`src/rtl/peak_window_detector.sv`:
```
// peak_window_detector: signed extremum detector for the averaged OPO sweep
// stream. It tracks the running max/min (and their window-relative indices)
// over a software-armed window of valid samples. Results are published once
// per completed window.

package opo_package;
  localparam int word_width = 16;
endpackage

module peak_window_detector
  import opo_package::*;
#(
  parameter int IDX_WIDTH = 16
) (
  input  logic                  clk,
  input  logic                  rst,
  input  logic                  start,
  input  logic                  abort,
  input  logic [IDX_WIDTH-1:0]  window_len,
  input  logic [word_width-1:0] sample_in,
  input  logic                  sample_in_valid,
  output logic [word_width-1:0] max_value,
  output logic [IDX_WIDTH-1:0]  max_index,
  output logic [word_width-1:0] min_value,
  output logic [IDX_WIDTH-1:0]  min_index,
  output logic                  result_valid,
  output logic                  busy
);

  localparam logic IDLE = 1'b0;
  localparam logic SCAN = 1'b1;

  logic                         state;
  logic [IDX_WIDTH-1:0]         len_r;
  logic [IDX_WIDTH-1:0]         cnt;
  logic signed [word_width-1:0] run_max;
  logic signed [word_width-1:0] run_min;
  logic [IDX_WIDTH-1:0]         run_max_idx;
  logic [IDX_WIDTH-1:0]         run_min_idx;

  logic signed [word_width-1:0] sample_s;
  logic signed [word_width-1:0] next_max;
  logic signed [word_width-1:0] next_min;
  logic [IDX_WIDTH-1:0]         next_max_idx;
  logic [IDX_WIDTH-1:0]         next_min_idx;
  logic                         last_sample;

  assign sample_s    = signed'(sample_in);
  assign last_sample = (cnt == (len_r - IDX_WIDTH'(1)));
  assign busy        = (state == SCAN);

  // Running extrema including the current sample; strict compares keep the earliest index on ties.
  always_comb begin
    next_max     = run_max;
    next_min     = run_min;
    next_max_idx = run_max_idx;
    next_min_idx = run_min_idx;
    if (cnt == '0) begin
      next_max     = sample_s;
      next_min     = sample_s;
      next_max_idx = '0;
      next_min_idx = '0;
    end else begin
      if (sample_s > run_max) begin
        next_max     = sample_s;
        next_max_idx = cnt;
      end
      if (sample_s < run_min) begin
        next_min     = sample_s;
        next_min_idx = cnt;
      end
    end
  end

  // FSM, window counter, running registers and published results; abort overrides everything.
  always_ff @(posedge clk or negedge rst) begin
    if (!rst) begin
      state        <= IDLE;
      len_r        <= '0;
      cnt          <= '0;
      run_max      <= '0;
      run_min      <= '0;
      run_max_idx  <= '0;
      run_min_idx  <= '0;
      max_value    <= '0;
      max_index    <= '0;
      min_value    <= '0;
      min_index    <= '0;
      result_valid <= 1'b0;
    end else begin
      result_valid <= 1'b0;
      if (abort) begin
        state <= IDLE;
      end else begin
        case (state)
          IDLE: begin
            if (start && (window_len != '0)) begin
              state <= SCAN;
              len_r <= window_len;
              cnt   <= '0;
            end
          end
          SCAN: begin
            if (sample_in_valid) begin
              run_max     <= next_max;
              run_min     <= next_min;
              run_max_idx <= next_max_idx;
              run_min_idx <= next_min_idx;
              if (last_sample) begin
                max_value    <= next_max;
                max_index    <= next_max_idx;
                min_value    <= next_min;
                min_index    <= next_min_idx;
                result_valid <= 1'b1;
                state        <= IDLE;
              end else begin
                cnt <= cnt + IDX_WIDTH'(1);
              end
            end
          end
          default: state <= IDLE;
        endcase
      end
    end
  end

endmodule

```
`config.mk`:
```
export PLATFORM = sky130hd
export DESIGN_NAME = peak_window_detector
export DESIGN_NICKNAME = d
export VERILOG_FILES = /design/src/rtl/peak_window_detector.sv
export SDC_FILE = /design/constraint.sdc
export NUM_CORES = 1
export LEC_CHECK = 0
export ABC_CLOCK_PERIOD_IN_PS = 4400
export BUFFER_PORTS_ARGS = -buffer_cell sky130_fd_sc_hd__buf_4
export CORE_MARGIN = 3
export CORE_UTILIZATION = 58
export DETAILED_ROUTE_END_ITERATION = 10
export GPL_ROUTABILITY_DRIVEN = 0
export PLACE_DENSITY = 0.91
export SLEW_MARGIN = 25
export SYNTH_ARGS = -nofsm -noshare
export SYNTH_HDL_FRONTEND = slang
export SYNTH_SLANG_ARGS = --single-unit
```
`constraint.sdc`:
```
create_clock -name clk -period 4.4 [get_ports clk]
set_clock_uncertainty 0.1 [all_clocks]
set_input_delay 0.22 -clock clk [delete_from_list [all_inputs] [get_ports clk]]
set_output_delay 0.22 -clock clk [all_outputs]
set_load 0.05 [all_outputs]
```
==> metrics, run 1 <==
Netlist cell types 52; area leader, netlist dfrtp_1; PD cells 511 mW/mm²; Clock Path Buffers 2; DRT Pass-1 Iters 6; r2r startpoint len_r[0]$_DFFE_PN0P_; number of synthesized flops with an enable pin 0; Synth warnings 0; DIE AREA 0.0161 mm²; Slew @ Worst Pin 0.975 ns; crit-path max FO 19; share of power burned in registers 0.368; Initial Utilization 0.602; clock root buffer clkbuf_16; CTS tree done; NetSw 1.81 mW; final instance count without filler cells 1191; CTS resizes 0; pin count of the biggest net entering global routing 114; number of fill cells 951; I/O pin count 103; n_diodes 0; Worst Setup SP len_r[0]$_DFFE_PN0P_; global route total overflow 0; Synth Cell Area 0.00848 mm²; Fin Setup TNS 0 ns; clk_lat worst skew 0.43 ns; Comb power frac 0.329; share of the synthesized area in the top cell type 0.478; flops & latches, synth 162; cts bufs inserted 17; Die Wd 127 µm; # setup viols final 0; CORE AREA 0.0141 mm²; leakage 4.89 nW; top area cells in the synthesized netlist dfrtp_1 (48%), nand2_1 (5.9%), ha_1 (5.0%); Worst Setup Start Kind flip-flop; Synth Flop Type dfrtp_1; status finished, final reports clean; Total Wirelength 22100 µm; WL/cell 18.6 µm; WP data required 4.61 ns; Site Rows 43; Tot GR Track Use 0.275; Cell Count Post-Placement 1125; syn_area_per_cell 9.59 µm²; PortBufs 102; Clock transition at path regs 0.06 ns; Clk pwr share 0.304; type of the most critical hold path in -> reg; H-Tree Depth 4; initial antenna violation count 0; WHS 0.0165 ns; Final min period 3.73 ns; final core area utilization 0.735; Die Y 127 µm; vias in the first global route 7332; min-delay src abort; Max Cap Violations 0; Detailed Place HPWL 13800 µm; RSZ-0062 raised after global routing false; final worst-path cycle share 0.847; Slew HR 0.350; vias per cell 6.11; DR vias 7279; Net Sw Frac 0.342; maximum VDD drop 298 µV; clk sinks 162; Synth async-reset ratio 1.00; Pwr Total 5.29 mW; P_int 3.48 mW; Worst setup EP type flip-flop; Slew Viols, Final 0; CP arrival 3.94 ns; Fmax 268 MHz; first-pass GRT wire length 35600 µm; Post-Syn Instances 885; Seq/Total Area, Yosys 0.478; area grow syn2layout 22.1%; final hold violations 0; critical path class reg -> reg; antenna viol nets, final 0; Nets 1069; share of cells above drive strength 1 0.189; syn nets 956; # DRC 0; initial drt markers 546
-- layout by cell type, fill, tap and decap left out, drive strengths merged, types with 6 or more instances in the layout --
cell type and n:
nand3 22, a22o 32, o21ai 84, nor3 9, mux2 31, a31oi 20, nand2b 6, xnor2 13
dlygate4sd3 34, and2 9, nor2 39, nand4 14, or4 6, mux2i 42, inv 55, nor4 12
ha 34, nand2 134, a21oi 32, buf 119, nor2b 9, or3 12, dfrtp 162, clkbuf 24
-- timing repair --
action / in CTS / in global routing
hold endpoints to repair: 141 / 0
buffers inserted: 0 / 0
hold buffers: 34 / 0
-- per-stage QoR --
stage          area (µm²)  setup WS, ns
2_1_floorplan        8480          1.20
3_3_place_gp         9370          1.03
3_5_place_dp         9370         0.827
4_1_cts             10400         0.751
5_1_grt             10400         0.448
6_report            10400         0.672
-- Yosys cell counts, drive strengths merged (9+ instances only) --
master and instances:
a21oi 32, a22o 32, a31oi 20, and2 9, buf 22, clkbuf 37
dfrtp 162, ha 34, inv 55, mux2 31, mux2i 42, nand2 134
nand3 22, nand4 14, nor2 39, nor2b 9, nor3 9, nor4 12
o21ai 84, or3 12, xnor2 13
-- worst paths after layout --
path	to	slack (ns)	cells after the start
max in group asynchronous	min_index[1]$_DFFE_PN0P_	2.83	3
worst min-delay path	cnt[8]$_DFFE_PN0P_	0.02	3
worst max-delay path	busy$_DFF_PN0_	0.67	10
worst min register to register	max_value[3]$_DFFE_PN0P_	0.38	2
min in group asynchronous	min_value[1]$_DFFE_PN0P_	0.34	2
worst max register to register	busy$_DFF_PN0_	0.67	10
-- routing by layer --
metal / GRT usage / up-vias / part of all wire
met4: 0.134 / 0 / 0.032
met2: 0.472 / 300 / 0.50
met3: 0.0560 / 65 / 0.057
met1: 0.331 / 3580 / 0.41
li1: - / 3334 / -
met5: 0 / - / 0
-- critical path, stage by stage, from the launching register on --
cell and delay, ns:
dfrtp_1 0.41, inv_1 0.09, ha_1 0.21, nor4b_1 0.52, nand4_1 0.18, o211ai_1 0.28
a31oi_4 0.13, nor3b_2 0.36, and2_1 0.56, a311oi_1 0.17, dlygate4sd3_1 0.58
-- power groups by stage --
stage	Clock [mW]	Combinational [mW]	Sequential, mW
after detailed placement	0	1.60	1.95
after floorplan	0	1.25	1.86
after CTS	1.62	1.69	1.93
after global routing	1.69	1.88	1.96
final	1.61	1.74	1.95
after global placement	0	1.55	1.92
-- kinds of logic (layout without fill, tap and decap cells) --
kind of cell / after synthesis / after routing / synth area share
and+or+nand+nor: 293 / 293 / 0.168
AOI/OAI and AO/OA: 193 / 193 / 0.142
DFF: 162 / 162 / 0.478
buffers and inverters: 114 / 240 / 0.0549
muxes: 73 / 73 / 0.0907
adders and majority gates: 34 / 34 / 0.0501
xor gates and xnor gates: 16 / 16 / 0.0165
-- state kept, by name, indices dropped and copies added, names as in the netlist --
register,cells
cnt,16
len_r,16
max_index,16
max_value,16
min_index,16
min_value,16
run_max,16
run_max_idx,16
run_min,16
run_min_idx,16
busy,1
result_valid,1
-- layout make-up --
class                      instances  area [µm²]  area share
clock buffer                      24         502      0.0484
clock inverter                     8         148      0.0142
inverter                          55         206      0.0199
multi-input combinational        609        3990       0.385
sequential                       162        4050       0.391
tap                              180         225      0.0217
timing repair buffer             153        1240       0.119
(Power assumes the default switching activity.)
==> inputs of run 2 (changes only) <==
--- a/config.mk
+++ b/config.mk
@@ -5,13 +5,14 @@
 export SDC_FILE = /design/constraint.sdc
 export NUM_CORES = 1
 export LEC_CHECK = 0
-export ABC_CLOCK_PERIOD_IN_PS = 4400
+export ABC_AREA = 1
+export ABC_CLOCK_PERIOD_IN_PS = 3400
 export BUFFER_PORTS_ARGS = -buffer_cell sky130_fd_sc_hd__buf_4
 export CORE_MARGIN = 3
-export CORE_UTILIZATION = 58
+export CORE_UTILIZATION = 54
 export DETAILED_ROUTE_END_ITERATION = 10
 export GPL_ROUTABILITY_DRIVEN = 0
-export PLACE_DENSITY = 0.91
+export PLACE_DENSITY = 0.88
 export SLEW_MARGIN = 25
 export SYNTH_ARGS = -nofsm -noshare
 export SYNTH_HDL_FRONTEND = slang
==> constraint.sdc (replaced) <==
create_clock -name clk -period 3.4 [get_ports clk]
set_clock_uncertainty 0.1 [all_clocks]
set_input_delay 0.17 -clock clk [delete_from_list [all_inputs] [get_ports clk]]
set_output_delay 0.17 -clock clk [all_outputs]
set_load 0.05 [all_outputs]
==> metrics, run 2 <==
status finished, final reports clean; RSZ-0062 raised after global routing false; maximum VDD drop 407 µV (+37%); Tot GR Track Use 0.276 (+0.000704); Detailed Place HPWL 17500 µm (+26%); Synth Flop Type dfrtp_1; DIE AREA 0.0198 mm² (+23%); final core area utilization 0.652 (-0.0833); initial antenna violation count 0 (unchanged); WHS 0.00959 ns (-0.00687 ns); flops & latches, synth 162 (unchanged); Pwr Total 6.06 mW (+15%); Site Rows 48 (+12%); Nets 1484 (+39%); Clock Path Buffers 2 (unchanged); global route total overflow 0 (unchanged); vias per cell 5.80 (-5.2%); most frequent cells in the layout nand2_1 (494), dfrtp_1 (162), nand3_1 (157); CTS resizes 0 (unchanged); DRT Pass-1 Iters 6 (unchanged); pin count of the biggest net entering global routing 76 (-33%); final worst-path cycle share 0.904 (+0.0562); Synth Cell Area 0.00980 mm² (+16%); Initial Utilization 0.559 (-0.0429); Final min period 3.07 ns (-0.656 ns); share of the synthesized area in the top cell type 0.414 (-0.0643); WL met3 2520 µm (+99%); top-count cell post-synth nand2_1; Fmax 326 MHz (+21%); area leader, netlist dfrtp_1; commonest non-fill, non-tap cell in the layout nand2_1; clock root buffer clkbuf_16; CP arrival 3.29 ns (-0.65 ns); number of fill cells 1409 (+48%); PortBufs 102 (unchanged); first-pass GRT wire length 45300 µm (+27%); Die Y 141 µm (+11%); pre-CTS setup slack 0.639 ns (-0.188 ns); Worst Hold End max_value[3]$_DFFE_PN0P_; PD cells 530 mW/mm² (+3.8%); CORE AREA 0.0175 mm² (+24%); r2r startpoint len_r[0]$_DFFE_PN0P_; Fin Setup TNS 0 ns (unchanged); Synth warnings 0 (unchanged); final hold violations 0 (unchanged); Seq/Total Area, Yosys 0.414 (-0.0643); syn nets 1395 (+46%); Worst setup EP type flip-flop; Total Wirelength 26800 µm (+21%); RR Endpoint busy$_DFF_PN0_; critical path class reg -> reg; # DRC 0 (unchanged); cts bufs inserted 17 (unchanged); M1 WL 10800 µm (+19%); H-Tree Depth 4 (unchanged); met2 routed WL 12700 µm (+14%); syn_area_per_cell 7.40 µm² (-23%); DR vias 9570 (+31%); type of the most critical hold path in -> reg; leakage 6.33 nW (+29%); Max Cap Violations 0 (unchanged); initial drt markers 1104 (+100%); fin area 0.0114 mm² (+10%); Worst Setup Start Kind flip-flop; clk sinks 162 (unchanged); WP data required 3.62 ns (-0.99 ns); area grow syn2layout 16.6%; FF-to-FF setup slack 0.33 ns (-0.34 ns); CTS tree done; crit-path max FO 18 (-1); Slew HR 0.362 (+0.0117); min-delay src sample_in[3]; I/O pin count 103 (unchanged); # setup viols final 0 (unchanged); Clock transition at path regs 0.07 ns (about the same); most frequent cells after synthesis nand2_1 (494), dfrtp_1 (162), nand3_1 (157); n_diodes 0 (unchanged); area of placed instances 0.0106 mm² (+14%); worst hold stages 5 (+2); Netlist cell types 34 (-35%); final instance count without filler cells 1651 (+39%); number of synthesized flops with an enable pin 0 (unchanged); Slew Viols, Final 0 (unchanged); clk_lat worst skew 0.44 ns (about the same); setup slack after layout 0.328 ns (-0.344 ns); R2R cell count 14 (+4); top area cells in the synthesized netlist dfrtp_1 (41%), nand2_1 (19%), nand3_1 (8.0%); WL/cell 16.3 µm (-12%); DR top layer met4; antenna viol nets, final 0 (unchanged); Synth async-reset ratio 1.00 (unchanged); vias in the first global route 9508 (+30%); Cell Count Post-Placement 1600 (+42%); Post-Syn Instances 1324 (+50%); Die Wd 141 µm (+11%); share of cells above drive strength 1 0.156 (-0.0325); Slew @ Worst Pin 0.957 ns (-0.0175 ns)
## run 2: routing by layer
| metal | vias to the layer above | GRT usage |
|---|---|---|
| met4 | 0 | 0.115 |
| met1 | 4494 | 0.355 |
| li1 | 4437 | - |
| met2 | 543 | 0.450 |
| met3 | 96 | 0.0651 |
| met5 | - | 0 |
## run 2: worst max-delay path by stage
stage                              start  slack (ns)                        end  cells after the start
finish              len_r[0]$_DFFE_PN0P_        0.33             busy$_DFF_PN0_                     14
global route        len_r[0]$_DFFE_PN0P_        0.16             busy$_DFF_PN0_                     14
CTS                 len_r[0]$_DFFE_PN0P_        0.38             busy$_DFF_PN0_                     14
detailed placement  len_r[0]$_DFFE_PN0P_        0.64   max_value[0]$_DFFE_PN0P_                     13
global placement    len_r[0]$_DFFE_PN0P_        0.74   max_value[0]$_DFFE_PN0P_                     12
floorplan                 busy$_DFF_PN0_        1.14  min_value[10]$_DFFE_PN0P_                      9
## run 2: critical path, cell delays in order (launching register included)
cell	delay (ns)
dfrtp_1	0.42
inv_1	0.11
ha_1	0.23
nand2_2	0.12
nor2_4	0.21
nand3_1	0.09
nand2_1	0.12
inv_1	0.05
nor2_1	0.11
nand2_1	0.08
nor2_1	0.17
nand3_2	0.37
nand2_1	0.16
a21oi_1	0.07
dlygate4sd3_1	0.55
## run 2: repair_timing
action,4_1_cts,5_1_grt
hold buffers,19,0
endpoints found under the setup margin,0,0
hold endpoints to repair,90,0
buffers inserted,0,0
## run 2: layout make-up
type                            instances  area (µm²)  area share
Clock inverter                          8         100     0.00876
Tap cell                              225         282      0.0246
Multi-Input combinational cell        965        4890       0.428
Inverter                              121         454      0.0397
Sequential cell                       162        4050       0.355
Clock buffer                           24         492      0.0430
Timing Repair Buffer                  146        1160       0.101
## run 2: cell families (layout without fill, tap and decap cells)
group,count (synthesis),in the layout,share of synthesized area
and+or+nand+nor,862,862,0.408
buffers and inverters,197,299,0.0890
DFF,162,162,0.414
AOI/OAI and AO/OA,43,43,0.0231
adders and majority gates,34,34,0.0434
xor gates and xnor gates,26,26,0.0232
## run 2: power breakdown
part,switching [mW],internal [mW],total [mW],leakage [nW]
Clock,0.788,1.16,1.95,0.291
Sequential,0.154,2.11,2.26,2.17
Combinational,1.30,0.554,1.85,3.87
Total,2.24,3.82,6.06,6.33
==> inputs of run 3 (changes only) <==
--- a/config.mk
+++ b/config.mk
@@ -12,7 +12,7 @@
 export CORE_UTILIZATION = 54
 export DETAILED_ROUTE_END_ITERATION = 10
 export GPL_ROUTABILITY_DRIVEN = 0
-export PLACE_DENSITY = 0.88
+export PLACE_DENSITY = 0.83
 export SLEW_MARGIN = 25
 export SYNTH_ARGS = -nofsm -noshare
 export SYNTH_HDL_FRONTEND = slang
==> metrics, run 3 (synthesis gave the netlist of run 2 again) <==
final core area utilization 0.650 (-0.00135); initial drt markers 1048 (-5.1%); global route total overflow 0 (unchanged); hold buffers post-CTS 19 (unchanged); Slew Viols, Final 0 (unchanged); Worst setup EP type flip-flop; cts bufs inserted 17 (unchanged); CP Buf/Inv Count 3 (unchanged); # DRC 0 (unchanged); Tot GR Track Use 0.268 (-0.00813); vias in the first global route 8983 (-5.5%); Clock Path Buffers 2 (unchanged); CTS tree done; # setup viols final 0 (unchanged); Nets 1479 (-0.34%); Total Wirelength 26000 µm (-3.2%); # Post-CTS Setup Buffers 0 (unchanged); clock root buffer clkbuf_16; H-Tree Depth 4 (unchanged); share of cells above drive strength 1 0.156 (-0.000857); WP data required 3.61 ns (about the same); final instance count without filler cells 1646 (-0.30%); Die Y 141 µm (unchanged); critical path class reg -> reg; antenna viol nets, final 0 (unchanged); area grow syn2layout 16.3%; CTS resizes 0 (unchanged); final hold violations 0 (unchanged); DR vias 9276 (-3.1%); DRT Pass-1 Iters 7 (+1); commonest non-fill, non-tap cell in the layout nand2_1; slowest cell delay on critical path 0.55 ns (about the same); RSZ-0062 raised after global routing false; final worst-path cycle share 0.882 (-0.0219); GR peak layer met2; Slew HR 0.383 (+0.0209); vias per cell 5.64 (-2.8%); CP max stage cell dlygate4sd3_1; area of the multi-input gates 0.00489 mm² (unchanged); n_diodes 0 (unchanged); crit-path max FO 18 (unchanged); Cell Count Post-Placement 1595 (-0.31%); pre-CTS setup slack 0.726 ns (+0.0867 ns); met2 usage 0.440 (-0.0101); Initial Utilization 0.559 (unchanged); Fin Setup TNS 0 ns (unchanged); PortBufs 102 (unchanged); Clock transition at path regs 0.07 ns (about the same); crit-path cells inv_1, ha_1, nand2_2, nor2_4, nand3_1, nand2_1, inv_1, nor2_1, nand2_1, nor2_1, nand3_2, nand2_1, a21oi_1, dlygate4sd3_1; most frequent cells in the layout nand2_1 (494), dfrtp_1 (162), nand3_1 (157); family with the most delay on the worst path simple AND/OR/NAND/NOR gates; setup slack after layout 0.403 ns (+0.0746 ns); M3 GR Usage 0.0472 (-0.0180); grt met1 use 0.369 (+0.0137); WL/cell 15.8 µm (-2.9%); PD cells 529 mW/mm² (-0.19%); DIE AREA 0.0198 mm² (unchanged); Detailed Place HPWL 17200 µm (-2.0%); Slew @ Worst Pin 0.926 ns (-0.0314 ns); first-pass GRT wire length 43700 µm (-3.5%); Final min period 3.00 ns (-0.0746 ns); critical path's most frequent cell nand2_1; type of the most critical hold path in -> reg; Site Rows 48 (unchanged); Die Wd 141 µm (unchanged); Max Cap Violations 0 (unchanged); CORE AREA 0.0175 mm² (unchanged); initial antenna violation count 0 (unchanged); clk sinks 162 (unchanged); Fmax 334 MHz (+2.5%); pin count of the biggest net entering global routing 83 (+9.2%); leakage 6.30 nW (-0.37%); number of fill cells 1481 (+5.1%); Reg area 0.00405 mm² (unchanged); CP arrival 3.21 ns (-0.08 ns); Worst Setup Start Kind flip-flop; I/O pin count 103 (unchanged); clk_lat worst skew 0.43 ns (about the same); maximum VDD drop 469 µV (+15%); status finished, final reports clean
==> run 3: per-layer routing <==
metal | wire length, µm | vias up
li1 | - | 4435
met1 | 11000 | 4369
met2 | 12400 | 420
met3 | 2060 | 52
met4 | 518 | 0
met5 | 0 | -
==> run 3: area by class of cell <==
type,instances,area share
inverters,121,0.0398
well taps,225,0.0247
clock inverters,14,0.0146
multi-input cells,965,0.429
repair buffers,141,0.0984
clock buffers,18,0.0385
flip-flops and latches,162,0.355
==> run 3: path summary, 6_finish.rpt <==
path	end	depth (start not counted)	slack [ns]	from
max	busy$_DFF_PN0_	14	0.40	len_r[1]$_DFFE_PN0P_
min	run_max[11]$_DFFE_PN0P_	5	0.01	sample_in[11]
max reg2reg	busy$_DFF_PN0_	14	0.40	len_r[1]$_DFFE_PN0P_
min reg2reg	run_max_idx[11]$_DFFE_PN0P_	2	0.38	run_max_idx[11]$_DFFE_PN0P_
max in group asynchronous	max_index[14]$_DFFE_PN0P_	3	2.12	rst
min in group asynchronous	run_min_idx[9]$_DFFE_PN0P_	2	0.26	rst
==> run 3: power breakdown <==
group | switching [mW] | internal (mW)
combinational | 1.26 | 0.523
clock | 0.874 | 1.13
sequential | 0.146 | 2.10
total | 2.28 | 3.75
==> run 3: per-stage QoR <==
stage          hold WS, ns  instance area (µm²)  power, mW
3_3_place_gp         0.167                10600       3.93
5_1_grt             0.0399                11400       6.37
6_report            0.0147                11400       6.03
3_5_place_dp         0.172                10600       4.00
2_1_floorplan       -0.226                 9800       3.52
4_1_cts            0.00374                11400       6.01
==> run 3: worst reg2reg max path, delay by kind of cell, from the launching register on <==
family                   cells  cell delay (ns)
flip-flops                   1             0.42
adder cells (fa/ha/maj)      1             0.22
buffers and inverters        3             0.70
AND/OR/NAND/NOR              9             1.37
AO/OA/AOI/OAI                1             0.07
